File: src/rtl/piso_tx_pkg.sv
// -----------------------------------------------------------------------------
// piso_tx_pkg
//   Shared definitions for the PISO transmitter and its matching SIPO receiver:
//   FSM state encoding, frame-length and counter-width helpers.
//   Optional feature macro: PISO_TX_PARITY_EN (appends an even-parity bit).
// -----------------------------------------------------------------------------
package piso_tx_pkg;

   // Transmitter state encoding; shared so the receiver decodes the same values.
   typedef enum logic {
      IDLE  = 1'b0,
      SHIFT = 1'b1
   } state_e;

`ifdef PISO_TX_PARITY_EN
   localparam bit PARITY_EN = 1'b1;
`else
   localparam bit PARITY_EN = 1'b0;
`endif

   // Number of serial bits per frame: data bits plus the optional parity bit.
   function automatic int frame_len(input int width);
      return PARITY_EN ? (width + 1) : width;
   endfunction

   // Bit-counter width able to index every bit of a frame, never below 1.
   function automatic int cnt_width(input int frame);
      return (frame > 1) ? $clog2(frame) : 1;
   endfunction

endpackage : piso_tx_pkg

File: src/rtl/piso_bit_cnt.sv
// -----------------------------------------------------------------------------
// piso_bit_cnt
//   Frame bit counter for the PISO transmitter. Clear has priority over
//   enable; tc flags the final bit of the frame (cnt == FRAME-1).
//   Asynchronous active-high reset.
// -----------------------------------------------------------------------------
module piso_bit_cnt #(
   parameter int FRAME = 4,
   parameter int CNT_W = 2
) (
   input  logic             clk,
   input  logic             rst,
   input  logic             clr,
   input  logic             en,
   output logic [CNT_W-1:0] cnt,
   output logic             tc
);

   localparam logic [CNT_W-1:0] LAST_IDX = CNT_W'(FRAME - 1);

   logic [CNT_W-1:0] cnt_q;
   logic [CNT_W-1:0] cnt_d;

   // Next count: clear to the first bit, advance one bit, or hold.
   always_comb begin
      // NOTE: give every always_comb output a default first so no path
      // leaves it unassigned; otherwise synthesis infers a latch.
      cnt_d = cnt_q;
      if (clr) begin
         cnt_d = '0;
      end else if (en) begin
         cnt_d = cnt_q + CNT_W'(1);
      end
   end

   // Count register with asynchronous reset to the first bit position.
   always_ff @(posedge clk or posedge rst) begin
      // NOTE: sequential state uses non-blocking (<=) so every flop samples
      // the pre-edge values; blocking (=) here would create ordering races.
      if (rst) begin
         cnt_q <= '0;
      end else begin
         cnt_q <= cnt_d;
      end
   end

   assign cnt = cnt_q;
   assign tc  = (cnt_q == LAST_IDX);

endmodule : piso_bit_cnt

File: src/rtl/piso_tx.sv
// -----------------------------------------------------------------------------
// piso_tx
//   Parallel-in serial-out transmitter. A WIDTH-bit word is captured on
//   load & ready and shifted out one bit per clk with so_valid and last
//   framing. A word accepted while the final bit is on the line streams out
//   with no gap cycle. All serial outputs are registered; ready is
//   combinational from registered state and rst.
//   Optional feature macro: PISO_TX_PARITY_EN -- when defined, an even-parity
//   bit (^pi of the captured word) follows the data bits and carries last.
// -----------------------------------------------------------------------------
module piso_tx
   import piso_tx_pkg::*;
#(
   parameter int WIDTH     = 4,
   parameter bit MSB_FIRST = 1'b1
) (
   input  logic             clk,
   input  logic             rst,
   input  logic             load,
   input  logic [WIDTH-1:0] pi,
   output logic             ready,
   output logic             so,
   output logic             so_valid,
   output logic             last,
   output logic             busy
);

   localparam int FRAME = frame_len(WIDTH);
   localparam int CNT_W = cnt_width(FRAME);

   // Counter value of the second-to-last bit: the next advance lands on last.
   localparam logic [CNT_W-1:0] PRE_LAST_IDX = CNT_W'(FRAME - 2);

   // Registered state and outputs.
   state_e           state_q, state_d;
   logic             so_q, so_d;
   logic             so_valid_q, so_valid_d;
   logic             last_q, last_d;
   logic             busy_q, busy_d;
   // Bits still waiting to be sent; bit 0 goes out next.
   logic [FRAME-1:0] shreg_q, shreg_d;

   // Counter interface.
   logic             cnt_clr;
   logic             cnt_en;
   logic [CNT_W-1:0] cnt;
   logic             tc;

   // Handshake and the captured word in transmit order.
   logic             accept;
   logic [FRAME-1:0] frame_word;

   piso_bit_cnt #(
      .FRAME (FRAME),
      .CNT_W (CNT_W)
   ) u_bit_cnt (
      .clk (clk),
      .rst (rst),
      .clr (cnt_clr),
      .en  (cnt_en),
      .cnt (cnt),
      .tc  (tc)
   );

   // Accept in IDLE, or on the final bit so back-to-back frames have no gap.
   assign ready  = ~rst & ((state_q == IDLE) | ((state_q == SHIFT) & tc));
   assign accept = load & ready;

   // Reorder pi so frame_word[0] is the first bit on the line.
   always_comb begin
      frame_word = '0;
      for (int i = 0; i < WIDTH; i++) begin
         frame_word[i] = MSB_FIRST ? pi[WIDTH-1-i] : pi[i];
      end
`ifdef PISO_TX_PARITY_EN
      // Even parity over the data word, sent after the data bits.
      frame_word[FRAME-1] = ^pi;
`endif
   end

   // Next-state and next-output logic for the IDLE/SHIFT sequencer.
   always_comb begin
      state_d    = state_q;
      so_d       = so_q;
      so_valid_d = so_valid_q;
      last_d     = last_q;
      busy_d     = busy_q;
      shreg_d    = shreg_q;
      cnt_clr    = 1'b0;
      cnt_en     = 1'b0;

      if (accept) begin
         // New frame: first bit straight to so, remainder into the shifter.
         state_d    = SHIFT;
         so_d       = frame_word[0];
         shreg_d    = frame_word >> 1;
         so_valid_d = 1'b1;
         busy_d     = 1'b1;
         last_d     = 1'b0;
         cnt_clr    = 1'b1;
      end else if (state_q == SHIFT) begin
         if (tc) begin
            // Final bit done with nothing queued: return to a quiet line.
            state_d    = IDLE;
            so_d       = 1'b0;
            so_valid_d = 1'b0;
            last_d     = 1'b0;
            busy_d     = 1'b0;
            shreg_d    = '0;
            cnt_clr    = 1'b1;
         end else begin
            so_d    = shreg_q[0];
            shreg_d = shreg_q >> 1;
            last_d  = (cnt == PRE_LAST_IDX);
            cnt_en  = 1'b1;
         end
      end
   end

   // State, shifter and registered outputs; reset aborts any frame at once.
   always_ff @(posedge clk or posedge rst) begin
      if (rst) begin
         state_q    <= IDLE;
         so_q       <= 1'b0;
         so_valid_q <= 1'b0;
         last_q     <= 1'b0;
         busy_q     <= 1'b0;
         // NOTE: the shifter is a plain flop vector, not a memory, so it is
         // reset; that keeps so deterministic and avoids X on the line.
         shreg_q    <= '0;
      end else begin
         state_q    <= state_d;
         so_q       <= so_d;
         so_valid_q <= so_valid_d;
         last_q     <= last_d;
         busy_q     <= busy_d;
         shreg_q    <= shreg_d;
      end
   end

   assign so       = so_q;
   assign so_valid = so_valid_q;
   assign last     = last_q;
   assign busy     = busy_q;

endmodule : piso_tx

File: config.mk
export PLATFORM = sky130hd
export DESIGN_NAME = piso_tx
export DESIGN_NICKNAME = d
export VERILOG_FILES = /design/src/rtl/piso_tx_pkg.sv /design/src/rtl/piso_bit_cnt.sv /design/src/rtl/piso_tx.sv
export SDC_FILE = /design/constraint.sdc
export NUM_CORES = 1
export LEC_CHECK = 0
export ABC_AREA = 1
export CORE_AREA = 2 2 39 41
export DETAILED_ROUTE_END_ITERATION = 10
export DIE_AREA = 0 0 41 43
export GPL_TIMING_DRIVEN = 0
export PLACE_DENSITY = 0.75
export SETUP_SLACK_MARGIN = 0.15
export SYNTH_ARGS = -nofsm -noshare
export SYNTH_HDL_FRONTEND = slang
export SYNTH_HIERARCHICAL = 1
export SYNTH_SLANG_ARGS = --single-unit
File: constraint.sdc
create_clock -name clk -period 1.2 [get_ports clk]
set_input_delay 0.12 -clock clk [delete_from_list [all_inputs] [get_ports clk]]
set_output_delay 0.12 -clock clk [all_outputs]
set_load 0.1 [all_outputs]
==> out/summary.txt <==
Syn Inst Count = 51
Cell Rows = 14
Reg area = 231 µm²
Syn Std Cell Area = 487 µm²
Routed WL per cell = 11.7 µm
I/O Pins = 12
Largest net degree at the start of global routing = 12
Max-Cap Viols = 0
Critical Path Sink = ready
Multi-input gate area = 234 µm²
Status = finished with violations
Netlist cell types = 15
Max-slew violation count = 0
Core ar. = 0.00138 mm²
Pre-Repair DR Iteration Count = 4
Final #Nets = 84
Kind of end point of the critical path = output port
Drt drc = 0
Clock Pin Slew Worst Setup and Hold Paths = 0.06 ns
Slew margin rel. = 81.7%
Final instance area = 761 µm²
DRT iter0 DRCs = 11
Reg2reg path depth = 9
Ratio of cells with drive above 1 in the final layout = 50.7%
WP data arrival = 1.29 ns
Tcrit/Tclk final = 117%
Min cycle time layout = 1.41 ns
Crit start category = register
CP max stage delay = 0.36 ns
Routed Antenna Nets = 0
CTS root buffer = clkbuf_4
Initial antenna violation count = 0
Clock Latency Late Sink = 0.27 ns
Final setup fails = 9
CP Launch Point = u_bit_cnt/cnt[0]
Ys Warns = 6
CTS Buf Count = 3
CP max FO = 2
Max Clk Rate = 711 MHz
RSZ-0062 raised after global routing = true
Final hold viol count = 0
Max clock buf depth = 2
Hold buffer count at cts = 0
Failing checks = negative setup slack
RD Place Congestion = 0.703
Vias in the first global route = 377
Total GRT Usage = 14.0%
Number of diodes = 0
Post-Syn Area per Cell = 9.54 µm²
Die area = 0.00176 mm²
Critical path class = reg2out
R2R Path Start = u_bit_cnt/cnt[0]
TritonCTS clock tree = yes
Total Power = 2.43 mW
Worst Tran Pin Value = 0.273 ns
FF+latch count, synth = 9
Initial Utilization = 35.2%
Post-synthesis sequential area ratio = 46.3%
Peak VDD IR = 1.33 mV
Worst Hold Class = in2async
TritonCTS Sinks = 9
Syn_nets = 59
Global-route wire length before repair = 1580 µm
PD cells = 3190 mW/mm²
Reg2Reg Setup Slack = -0.15 ns
CP cell instances = ha_2, inv_2, nand2_4, inv_6, nor2_4, buf_12
Total gr overflow = 0
Die width = 41 µm
HPWL Detailed = 693 µm
Critical Path RT = 1.08 ns
Via count = 434
Fillers = 133
Port buffer count = 11
Slowest cell on the critical path = dfrtp_1
Hold slack = 0.138 ns
Final wirelength = 1070 µm
H-tree levels = 1
Worst r2r dst = u_bit_cnt/cnt[1]
Vias per cell = 4.77
Area after DPL = 634 µm²
Die extent in y = 43 µm
Worst clock skew = 0.00620 ns
Setup ws final = -0.207 ns
Leak = 0.369 nW
Area added between synthesis and finish = 56.3%
## layout make-up
type | count | share of cell area (%)
well taps | 16 | 2.63
plain buffers | 1 | 1.48
multi-input cells | 35 | 30.8
clock buffers | 4 | 3.45
flip-flops and latches | 9 | 30.4
inverters | 6 | 3.62
repair buffers | 20 | 27.6
## state kept, by name, summed over array words and instances, names as in the netlist
register and flops:
shreg_q 3, last 1, so 1, u_bit_cnt/cnt 2
busy 1, state_q 1
## worst min-delay path by stage
stage	start	endpoint	slack (ns)
2_1_floorplan	rst	u_bit_cnt/cnt[0]	-0.14
3_3_place_gp	rst	u_bit_cnt/cnt[1]	0.41
3_5_place_dp	rst	u_bit_cnt/cnt[1]	0.41
4_1_cts	rst	u_bit_cnt/cnt[1]	0.12
5_1_grt	rst	u_bit_cnt/cnt[1]	0.16
6_report	rst	u_bit_cnt/cnt[1]	0.14
## critical path, delay by kind of cell (launching register included)
kind          cells  cell delay (ns)
fa+ha+maj         1             0.21
buf+inv           3             0.27
flops             1             0.36
simple gates      2             0.18
## logic make-up (layout without fill, tap and decap cells)
group | count (synthesis) | after routing | share of synthesized area [%]
DFF | 9 | 9 | 46.3
adders and majority gates | 1 | 1 | 2.57
AOI/OAI and AO/OA | 1 | 1 | 1.80
and+or+nand+nor | 33 | 33 | 42.7
buffers and inverters | 7 | 31 | 6.68
## Yosys cell counts
library cell  count  area (µm²)
ha_1              1        12.5
nand4_1           3        18.8
inv_1             4        15.0
nand2_4           1        11.3
inv_4             1        6.26
dfrtp_1           9         225
o21ai_2           1        8.76
nand3_2           7        70.1
buf_4             1        7.51
inv_2             1        3.75
nor2_4            1        11.3
nor2_1            3        11.3
nand3_1           3        15.0
nand2_1          14        52.6
nand3_4           1        17.5
## per-stage QoR
step / setup slack [ns] / util [%] / std cells / TNS [ns]
floorplan: -0.318 / - / 51 / -0.481
global placement: -0.950 / 45.8 / 78 / -3.62
detailed placement: -0.987 / 45.8 / 78 / -3.78
CTS: -0.230 / 52.5 / 87 / -0.728
global route: -0.276 / 55.0 / 91 / -1.67
finish: -0.207 / 55.0 / 91 / -1.07
## placed cells by master, fill, tap and decap left out
| cell | n |
|---|---|
| buf_12 | 3 |
| buf_4 | 9 |
| buf_6 | 3 |
| clkbuf_1 | 1 |
| clkbuf_4 | 3 |
| clkdlybuf4s50_1 | 6 |
| dfrtp_1 | 6 |
| dfrtp_2 | 2 |
| dfrtp_4 | 1 |
| ha_2 | 1 |
| inv_1 | 2 |
| inv_2 | 3 |
| inv_6 | 1 |
| nand2_1 | 13 |
| nand2_2 | 1 |
| nand2_4 | 1 |
| nand3_1 | 3 |
| nand3_2 | 7 |
| nand3_4 | 1 |
| nand4_1 | 3 |
| nor2_1 | 3 |
| nor2_4 | 1 |
| o21ai_2 | 1 |
## per-layer routing
layer | global-route usage, % | share of wire, % | up-vias
li1 | - | - | 214
met1 | 17.1 | 42 | 201
met2 | 19.7 | 50 | 14
met3 | 4.71 | 5.7 | 5
met4 | 10.0 | 2.9 | 0
met5 | 0 | 0 | -
## where the power goes
part	internal [mW]	total (mW)	switching, mW	leakage, nW
registers	0.456	0.574	0.118	0.110
clock network	0.128	0.237	0.109	0.0150
logic	0.602	1.62	1.01	0.244
## repair_timing
item	in CTS	in global routing
gates resized for setup	40	1
setup endpoints to repair	14	13
cloned	0	0
pin swaps	2	3
setup buffers	5	4
(Power assumes the default switching activity.)
